==> config.mk <==
export PLATFORM = sky130hd
export DESIGN_NAME = reg_file_ops
export DESIGN_NICKNAME = d
export VERILOG_FILES = /design/src/rtl/kt8v_reg_pkg.sv /design/src/rtl/reg_file_next_val.sv /design/src/rtl/reg_file_ops.sv
export SDC_FILE = /design/constraint.sdc
export NUM_CORES = 1
export LEC_CHECK = 0
export CAP_MARGIN = 20
export CORE_ASPECT_RATIO = 0.9
export CORE_MARGIN = 2
export CORE_UTILIZATION = 35
export CTS_CLUSTER_DIAMETER = 100
export DETAILED_ROUTE_END_ITERATION = 10
export PLACE_DENSITY = 0.57
export SLEW_MARGIN = 20
export SYNTH_ARGS = -nofsm -noshare
export SYNTH_HDL_FRONTEND = slang
export SYNTH_SLANG_ARGS = --single-unit
==> constraint.sdc <==
create_clock -name clk -period 3.5 [get_ports clk]
set_input_delay 0.525 -clock clk [delete_from_list [all_inputs] [get_ports clk]]
set_output_delay 0.525 -clock clk [all_outputs]
set_load 0.05 [all_outputs]
==> src/rtl/kt8v_reg_pkg.sv <==
// Shared encodings for the kt8v register bank write-port operations.
package kt8v_reg_pkg;

  localparam int unsigned OP_W = 2;

  // Write-port operation applied to the addressed register.
  typedef enum logic [OP_W-1:0] {
    OP_LOAD = 2'd0,
    OP_INC  = 2'd1,
    OP_DEC  = 2'd2,
    OP_CLR  = 2'd3
  } wr_op_t;

endpackage : kt8v_reg_pkg

==> src/rtl/reg_file_next_val.sv <==
// Next-value and carry/borrow calculator for one write-port operation.
// Shared by the register write path and the optional read bypass.
module reg_file_next_val
  import kt8v_reg_pkg::*;
#(
  parameter int unsigned WIDTH = 8
) (
  input  wr_op_t           i_op,
  input  logic [WIDTH-1:0] i_old,
  input  logic [WIDTH-1:0] i_data,
  output logic [WIDTH-1:0] o_next,
  output logic             o_carry
);

  // Apply the operation; carry flags wrap-around on INC/DEC only.
  always_comb begin
    o_next  = i_old;
    o_carry = 1'b0;
    case (i_op)
      OP_LOAD: o_next = i_data;
      OP_INC: begin
        o_next  = i_old + WIDTH'(1);
        o_carry = &i_old;
      end
      OP_DEC: begin
        o_next  = i_old - WIDTH'(1);
        o_carry = ~|i_old;
      end
      OP_CLR:  o_next = '0;
      default: o_next = i_old;
    endcase
  end

endmodule : reg_file_next_val

==> src/rtl/reg_file_ops.sv <==
// General-purpose / pointer register bank: DEPTH x WIDTH registers, one
// operation write port with registered carry, two combinational read ports.
// Optional write-through read bypass: define REG_FILE_OPS_BYPASS_EN.
module reg_file_ops
  import kt8v_reg_pkg::*;
#(
  parameter int unsigned WIDTH     = 8,
  parameter int unsigned DEPTH     = 8,
  parameter int unsigned RESET_VAL = 0,
  parameter int unsigned ZERO_REG  = 0,
  localparam int unsigned AW       = $clog2(DEPTH)
) (
  input  logic             clk,
  input  logic             reset,
  input  logic             wr_en,
  input  logic [1:0]       wr_op,
  input  logic [AW-1:0]    wr_addr,
  input  logic [WIDTH-1:0] wr_data,
  input  logic [AW-1:0]    rd_addr_a,
  output logic [WIDTH-1:0] rd_data_a,
  input  logic [AW-1:0]    rd_addr_b,
  output logic [WIDTH-1:0] rd_data_b,
  output logic             carry
);

  logic [WIDTH-1:0] r_regs [DEPTH];
  logic             r_carry;

  logic [WIDTH-1:0] w_old;
  logic [WIDTH-1:0] w_next;
  logic             w_carry;
  logic             w_zero_hit;
  logic             w_wr_eff;

  assign w_old      = r_regs[wr_addr];
  assign w_zero_hit = (ZERO_REG != 0) && (wr_addr == '0);
  // A write only takes effect outside reset and never to a hardwired-zero reg 0.
  assign w_wr_eff   = wr_en && !reset && !w_zero_hit;

  reg_file_next_val #(
    .WIDTH (WIDTH)
  ) u_next_val (
    .i_op    (wr_op_t'(wr_op)),
    .i_old   (w_old),
    .i_data  (wr_data),
    .o_next  (w_next),
    .o_carry (w_carry)
  );

  // Register bank and carry flag update; reset overrides any write.
  always_ff @(posedge clk) begin
    if (reset) begin
      for (int i = 0; i < int'(DEPTH); i++) begin
        r_regs[i] <= WIDTH'(RESET_VAL);
      end
      r_carry <= 1'b0;
    end else if (w_wr_eff) begin
      r_regs[wr_addr] <= w_next;
      r_carry         <= w_carry;
    end
  end

  assign carry = r_carry;

  // Read port A: hardwired zero, optional bypass, else stored value.
  always_comb begin
    rd_data_a = r_regs[rd_addr_a];
`ifdef REG_FILE_OPS_BYPASS_EN
    if (w_wr_eff && (rd_addr_a == wr_addr)) begin
      rd_data_a = w_next;
    end
`endif
    if ((ZERO_REG != 0) && (rd_addr_a == '0)) begin
      rd_data_a = '0;
    end
  end

  // Read port B: same rules as port A, fully independent address.
  always_comb begin
    rd_data_b = r_regs[rd_addr_b];
`ifdef REG_FILE_OPS_BYPASS_EN
    if (w_wr_eff && (rd_addr_b == wr_addr)) begin
      rd_data_b = w_next;
    end
`endif
    if ((ZERO_REG != 0) && (rd_addr_b == '0)) begin
      rd_data_b = '0;
    end
  end

endmodule : reg_file_ops

==> results of run 1 <==
## where the power goes
part	total, mW	internal (mW)	switching [mW]
clock	0.937	0.615	0.322
combinational	0.651	0.283	0.368
sequential	0.920	0.891	0.0288
## how the worst max path moves through the flow
stage / end
finish: r_regs[4][7]
global route: r_regs[4][7]
CTS: r_regs[6][6]
detailed placement: r_regs[6][6]
global placement: r_regs[2][6]
floorplan: r_regs[2][6]
## per-layer routing
| metal | vias up | wire (µm) | GRT usage [%] |
|---|---|---|---|
| li1 | 1821 | - | - |
| met1 | 2016 | 6890 | 30.0 |
| met2 | 230 | 7580 | 35.3 |
| met3 | 33 | 1370 | 5.45 |
| met4 | 0 | 358 | 8.94 |
| met5 | - | 0 | 0 |
## critical path: stages
cell	delay (ps)
clkdlybuf4s50_1	520
buf_12	160
and3b_1	190
a311o_1	330
a211oi_2	300
inv_1	130
ha_4	300
nand2_1	70
or4_4	510
buf_6	160
a211o_1	250
nand3_1	130
## cells by family (layout without fill, tap and decap cells)
group | Yosys count | after routing | synth area share [%]
compound gates | 50 | 50 | 7.39
xor+xnor | 5 | 5 | 1.06
fa+ha+maj | 10 | 10 | 2.74
buf+inv | 38 | 125 | 3.41
flops | 65 | 65 | 40.1
mux | 81 | 81 | 27.5
simple gates | 178 | 178 | 17.8
## through the flow
step           utilization, %  hold WS [ps]  cell area, µm²
4_1_cts                  45.2           465            6060
3_3_place_gp             42.9           454            5760
2_1_floorplan               -           672            4840
5_1_grt                  45.8           492            6140
3_5_place_dp             42.9           452            5760
6_report                 45.8           467            6140
## layout by cell type (no fill, tap or decap), drive strengths merged, types with 5 or more instances in the layout
master,Yosys,final
nor2b,5,5
nor2,53,53
a22oi,5,5
o21ai,7,7
nor3,5,5
mux4,38,38
inv,7,7
clkbuf,13,10
o22ai,8,8
ha,9,9
nand4,10,10
edfxtp,64,64
mux2i,17,17
or2,8,8
nand4b,6,6
nand2,45,45
or3,8,8
mux2,26,26
nand3,24,24
clkdlybuf4s50,0,20
buf,18,79
a21oi,9,9
a211o,6,6
## sequential cells by signal, indices dropped and copies added, names as in the netlist
| signal | flops |
|---|---|
| r_regs | 64 |
| carry | 1 |
## area by class of cell
class,count,area [µm²],area share (%)
Timing Repair Buffer,102,876,14.3
Inverter,7,26.3,0.428
Tap cell,168,210,3.42
Clock inverter,7,85.1,1.39
Sequential cell,65,1940,31.6
Multi-Input combinational cell,324,2770,45.2
Clock buffer,9,225,3.67
## repair_timing
item,CTS,global route
gates resized for setup,1,20
setup endpoints to repair,1,36
pin swaps,0,4
cloned,0,2
==> metrics.txt, run 1 <==
status=finished, final reports clean; port bufs=38; largest net degree at the start of global routing=23; setup bufs post-CTS=0; total gr overflow=0; First-pass DRT Iterations=5; EDFF count, synth=64; Post-layout nets=541; critical path endpoint category=register; fillers=1233; residual DRC count=0; Initial Util=36.1%; CP Class=in2reg; pre-CTS setup slack=-334 ps; Critical Path AT=3590 ps; fin. max-slew vios=0; WL/cell=23.8 µm; Final Worst Setup Slack=79.8 ps; Synth Net Count=459; upper clock frequency limit=292 MHz; vias in the first global route=4164; Hold EP=carry; ANT nets after route=0; Final GP Congestion=0.886; CTS tree=done; crit path from=wr_addr[2]; Slew HR=55.1%; cell count after synthesis=427; total power=2.51 mW; ANT cells=0; worst slew pin tran=674 ps; worst r2r path cells=11; initial antenna violation count=0; Main synth FF type=edfxtp_1; global-route wire length before repair=24200 µm; top-count cell post-synth=edfxtp_1; DP HPWL=11600 µm; R2R Setup Slk=540 ps; Post-Syn Area per Cell=11.3 µm²; CORE AREA=13400 µm²; Max H-tree Level=3; Pwr Density=409 nW/µm²; total global routing track utilization=22.4%; # setup viols final=0; vias per cell=6.01; dpl cells=664; post-synthesis register bit count=65; leading post-synthesis cells by cell area=edfxtp_1 40%, mux4_2 17%, mux2_2 5.4%, nor2_1 4.1%, nand2_1 3.5%; Die Area=14800 µm²; maxcap violations=0; Synth area leader=edfxtp_1; Leak=2.33 nW; WL final=16200 µm; Syn-to-layout area delta=26.8%; Final Instance Count excl. Fillers=682; Hold Crit Class=reg2reg; I/O Pins=39; Post-CTS Hold Fix Bufs=0; CP Max Fanout=11; Distinct cells, synth=54; die width=128 µm; VDD IR max=0.000233 V; vias=4100; # rows=40; Hold Path Stages=2; layout cells sized above 1=34.2%; final setup TNS=0 ps; clock sink count=65; Final Critical Period=3420 ps; Die H=116 µm; Syn Std Cell Area=4840 µm²; min-delay src=carry; Clk pin slew, worst setup/hold paths=60 ps; Async SR Flop Fraction=0%; clk_lat worst skew=330 ps; reg2reg end=r_regs[6][6]; final clock skew=5.66 ps; Num CTS Buffers=9; critical path required time=3670 ps; Yosys top cell area share=39.7%; Fin. Hold Viols=0; Final period util=97.7%; startpoint types=input port; synth warn=0; most frequent cells after synthesis=64 x edfxtp_1, 53 x nor2_1, 45 x nand2_1; RR Startpoint=r_regs[6][0]; post-synthesis sequential area ratio=40.1%; clk buf depth=2; CTS root buf=clkbuf_16; initial drt markers=386
(Power assumes the default switching activity.)
==> run 2, diff against run 1 <==
--- a/config.mk
+++ b/config.mk
@@ -9,9 +9,10 @@
 export CORE_ASPECT_RATIO = 0.9
 export CORE_MARGIN = 2
 export CORE_UTILIZATION = 35
-export CTS_CLUSTER_DIAMETER = 100
+export CTS_CLUSTER_DIAMETER = 50
 export DETAILED_ROUTE_END_ITERATION = 10
-export PLACE_DENSITY = 0.57
+export PLACE_DENSITY = 0.56
+export RECOVER_POWER = 50
 export SLEW_MARGIN = 20
 export SYNTH_ARGS = -nofsm -noshare
 export SYNTH_HDL_FRONTEND = slang
==> constraint.sdc (replaced) <==
create_clock -name clk -period 3.6 [get_ports clk]
set_input_delay 0.54 -clock clk [delete_from_list [all_inputs] [get_ports clk]]
set_output_delay 0.54 -clock clk [all_outputs]
set_load 0.05 [all_outputs]
==> run 2 against run 1 <==
Compared with the run above:
- utilization fell by 1.3 points
- worst setup slack improved by 180 ps
- flip-flop and latch count did not move
- routed wire length fell by 3.1%
- sequential share of layout area rose by 0.91 points
- non-clock buffer count fell by 2
- critical endpoint is now r_regs[7][4]
- largest cell class unchanged
- largest power group is now registers
- highest routed layer unchanged
==> metrics.txt, run 2 (synthesis gave the netlist of run 1 again) <==
worst r2r path cells=11; Syn-to-layout area delta=23.3%; DP HPWL=11700 µm; CP Class=in2reg; critical path endpoint category=register; fin. max-slew vios=0; ANT nets after route=0; # resized after CTS=0; Post-layout nets=539; Top reg by flops=r_regs; Max H-tree Level=3; final setup TNS=0 ps; clk_lat worst skew=330 ps; die width=128 µm; # setup viols final=0; commonest non-fill, non-tap cells in the layout=75 x buf_4, 64 x edfxtp_1, 53 x nor2_1, 45 x nand2_1, 37 x mux4_2; clock sink count=65; total global routing track utilization=21.7%; worst slew pin tran=1130 ps; final clock skew=7.09 ps; Fin. Hold Viols=0; Die Area=14800 µm²; vias=4038; Hold Crit Class=reg2reg; critical path required time=3660 ps; clk buf depth=2; Num CTS Buffers=9; Critical Path AT=3400 ps; Initial Util=36.1%; CP Max Fanout=8; crit path cell chain=clkdlybuf4s50_1, buf_4, inv_1, buf_12, mux2i_1, inv_1, fa_1, a21o_1, a21oi_1, buf_4, xnor2_1, a22oi_1, buf_4, nor2_1; CTS tree=done; commonest non-fill, non-tap cell in the layout=buf_4; pre-CTS setup slack=-302 ps; status=finished, final reports clean; vias per cell=5.96; multi-input combinational cell area=2720 µm²; Slew HR=24.5%; crit-path most repeated cell=buf_4; largest net degree at the start of global routing=22; initial antenna violation count=0; Post-CTS Hold Fix Bufs=0; RSZ-0062 raised after global routing=false; CORE AREA=13400 µm²; initial drt markers=362; CTS root buf=clkbuf_16; max reg flops=64; Clk pin slew, worst setup/hold paths=50 ps; startpoint types=input port; ANT cells=0; Final Critical Period=3340 ps; Die H=116 µm; storage element area=1940 µm²; layout cells sized above 1=29.4%; WL final=15700 µm; VDD IR max=0.000181 V; port bufs=38; setup bufs post-CTS=0; total gr overflow=0; Final Worst Setup Slack=257 ps; vias in the first global route=3918; WL/cell=23.2 µm; Final GP Congestion=0.883; crit path from=wr_addr[1]; R2R Setup Slk=490 ps; crit-path max cell delay=450 ps; I/O Pins=39; Leak=2.26 nW; reg2reg end=r_regs[7][4]; Final period util=92.9%; # rows=40; upper clock frequency limit=299 MHz; maxcap violations=0; total power=2.25 mW; Pwr Density=376 nW/µm²; critical path endpoint=r_regs[7][4]; First-pass DRT Iterations=5; RR Startpoint=r_regs[1][0]; global-route wire length before repair=23400 µm; fillers=1283; Crit-path slowest cell=clkdlybuf4s50_1; residual DRC count=0
[run 2: critical path, delay by kind of cell]
family | cells | cell delay [ps]
AO/OA/AOI/OAI | 3 | 580
XOR/XNOR | 1 | 70
multiplexers | 1 | 360
AND/OR/NAND/NOR | 1 | 50
adder cells (fa/ha/maj) | 1 | 430
buffers and inverters | 7 | 1350
[run 2: report_power, final]
part	switching, mW	leakage, nW	total (mW)	internal (mW)
registers	0.0266	0.672	0.894	0.868
logic	0.349	1.47	0.612	0.263
clock network	0.286	0.118	0.739	0.453
[run 2: area by class of cell]
class                      instances  area share, %
inverter                           7          0.440
tap                              168           3.52
timing repair buffer             100           13.8
sequential                        65           32.5
clock buffer                      12           3.96
multi-input combinational        324           45.6
clock inverter                     2          0.126
[run 2: worst min-delay path by stage]
stage | cells after the start | slack, ps | to | from
3_3_place_gp | 2 | 490 | carry | carry
6_report | 2 | 500 | carry | carry
3_5_place_dp | 2 | 490 | carry | carry
2_1_floorplan | 2 | 670 | carry | carry
4_1_cts | 2 | 500 | carry | carry
5_1_grt | 2 | 520 | carry | carry
[run 2: metal layers]
| metal | vias to the layer above | track usage [%] | wire length [µm] |
|---|---|---|---|
| met3 | 17 | 4.99 | 1320 |
| met4 | 0 | 5.86 | 223 |
| li1 | 1812 | - | - |
| met2 | 190 | 33.2 | 7150 |
| met5 | - | 0 | 0 |
| met1 | 2019 | 31.3 | 7010 |
[run 2: per-stage QoR]
step | hold slack, ps | utilization [%] | std cells | cell area (µm²)
2_1_floorplan | 672 | - | 427 | 4840
3_3_place_gp | 495 | 42.8 | 664 | 5740
3_5_place_dp | 487 | 42.8 | 664 | 5740
4_1_cts | 504 | 44.6 | 678 | 5990
5_1_grt | 522 | 44.5 | 678 | 5970
6_report | 499 | 44.5 | 678 | 5970
==> run 3, diff against run 2 <==
--- a/config.mk
+++ b/config.mk
@@ -11,6 +11,7 @@
 export CORE_UTILIZATION = 35
 export CTS_CLUSTER_DIAMETER = 50
 export DETAILED_ROUTE_END_ITERATION = 10
+export GPL_TIMING_DRIVEN = 0
 export PLACE_DENSITY = 0.56
 export RECOVER_POWER = 50
 export SLEW_MARGIN = 20
==> constraint.sdc (replaced) <==
create_clock -name clk -period 3.6 [get_ports clk]
set_input_delay 0.54 -clock clk [delete_from_list [all_inputs] [get_ports clk]]
set_output_delay 0.54 -clock clk [all_outputs]
set_load 0.005 [all_outputs]
==> run 3 against run 2 <==
Compared with the run above:
- routed wire length rose by 1.5%
- clock-buffer cell count decreased by 3
- utilization is 1.9 points lower
- critical path type unchanged
- largest cell class unchanged
- largest power group unchanged
- highest routed layer unchanged
==> metrics.txt, run 3 (synthesis gave the netlist of run 1 again) <==
commonest non-fill, non-tap cell in the layout=edfxtp_1; global-route wire length before repair=23900 µm; critical path required time=3660 ps; clock sink count=65; CP Class=in2reg; layout cells sized above 1=21.9%; Die H=116 µm; clk buf depth=2; CORE AREA=13400 µm²; # setup viols final=0; WL final=15900 µm; Clk pin slew, worst setup/hold paths=60 ps; Hold Crit Class=reg2reg; die width=128 µm; CTS root buf=clkbuf_16; ANT cells=0; vias per cell=6.22; max reg flops=64; CP Max Fanout=10; upper clock frequency limit=293 MHz; maxcap violations=0; final setup TNS=0 ps; critical path endpoint category=register; fillers=1276; Pwr Density=381 nW/µm²; total gr overflow=0; I/O Pins=39; initial antenna violation count=0; Final Critical Period=3410 ps; initial drt markers=361; area of placed instances=5360 µm²; Leak=2.02 nW; largest net degree at the start of global routing=13; First-pass DRT Iterations=5; Top reg by flops=r_regs; Initial Util=36.1%; final clock skew=9.91 ps; CTS tree=done; vias in the first global route=3856; Final period util=94.7%; Post-layout nets=506; clk_lat worst skew=330 ps; Die Area=14800 µm²; RSZ-0062 raised after global routing=false; # rows=40; Syn-to-layout area delta=18.0%; Final GP Congestion=0.999; startpoint types=input port; DP HPWL=11500 µm; VDD IR max=0.000228 V; worst slew pin tran=1020 ps; Max H-tree Level=3; total global routing track utilization=22.2%; residual DRC count=0; post-route design area=5710 µm²; commonest non-fill, non-tap cells in the layout=64 x edfxtp_1, 53 x nor2_1, 45 x nand2_1, 36 x mux4_2, 26 x clkdlybuf4s50_1; Slew HR=32.2%; Num CTS Buffers=9; vias=4024; ANT nets after route=0; Critical Path AT=3470 ps; fin. max-slew vios=0; port bufs=31; WL/cell=24.6 µm; Fin. Hold Viols=0; status=finished, final reports clean
-- run 3: cell types whose count changed in the layout (fill, tap and decap cells not counted), sizes merged --
cell	delta
clkdlybuf4s50	+8
clkinv	+1
clkbuf	+9
buf	-53
clkinvlp	+4
dlymetal6s2s	-1
dlygate4sd3	+1
-- run 3: path summary, 6_finish.rpt --
kind	startpoint	end	slack, ps	depth (start not counted)
worst max-delay path	wr_addr[2]	r_regs[2][6]	190	14
worst min-delay path	carry	carry	520	2
worst max register to register	r_regs[6][0]	r_regs[2][6]	320	11
worst min register to register	carry	carry	520	2
-- run 3: repair_timing --
| item | in CTS | in global routing |
|---|---|---|
| gates resized for setup | 19 | 6 |
| setup endpoints to repair | 56 | 48 |
| pin swaps | 2 | 0 |
| cloned | 0 | 0 |
| buffers inserted | 2 | 4 |
| hold buffers | 0 | 0 |
-- run 3: cell type report --
| cell class | instances | area, µm² | share of cell area (%) |
|---|---|---|---|
| multi-input cells | 324 | 2760 | 48.3 |
| flip-flops and latches | 65 | 1940 | 34.0 |
| repair buffers | 37 | 345 | 6.04 |
| clock buffers | 9 | 225 | 3.94 |
| well taps | 168 | 210 | 3.68 |
| plain buffers | 30 | 159 | 2.78 |
| clock inverters | 7 | 47.5 | 0.832 |
| inverters | 7 | 26.3 | 0.460 |
-- run 3: critical path, cell delays in order --
cell and delay [ps]:
clkbuf_2 170, buf_6 190, buf_4 210, mux2_2 370, mux2i_1 230, o21ai_2 130, fa_1 460, a21o_1 200
a21oi_1 220, o21bai_1 110, a21oi_2 190, clkbuf_4 230, or3_1 120, nand3_1 80
-- run 3: report_power, final --
| part | total [mW] | internal, mW | switching, mW |
|---|---|---|---|
| Sequential | 0.893 | 0.867 | 0.0267 |
| Clock | 0.792 | 0.463 | 0.330 |
| Combinational | 0.492 | 0.217 | 0.275 |
| Total | 2.18 | 1.55 | 0.631 |
-- run 3: layer usage --
layer | vias up | global-route usage (%) | share of wire, %
li1 | 1753 | - | -
met1 | 2021 | 32.3 | 43
met3 | 20 | 4.11 | 9.3
met5 | - | 0 | 0
met4 | 0 | 5.86 | 1.6
met2 | 230 | 34.5 | 46
-- run 3: through the flow --
stage / util, % / setup WS (ps) / cells / total power, mW / hold slack, ps
floorplan: - / 120 / 427 / 1.20 / 448
global placement: 40.0 / -1250 / 626 / 1.37 / 492
detailed placement: 40.0 / -1250 / 626 / 1.37 / 511
CTS: 42.5 / 0.155 / 644 / 2.17 / 522
global route: 42.6 / 33.8 / 647 / 2.25 / 567
finish: 42.6 / 191 / 647 / 2.18 / 518
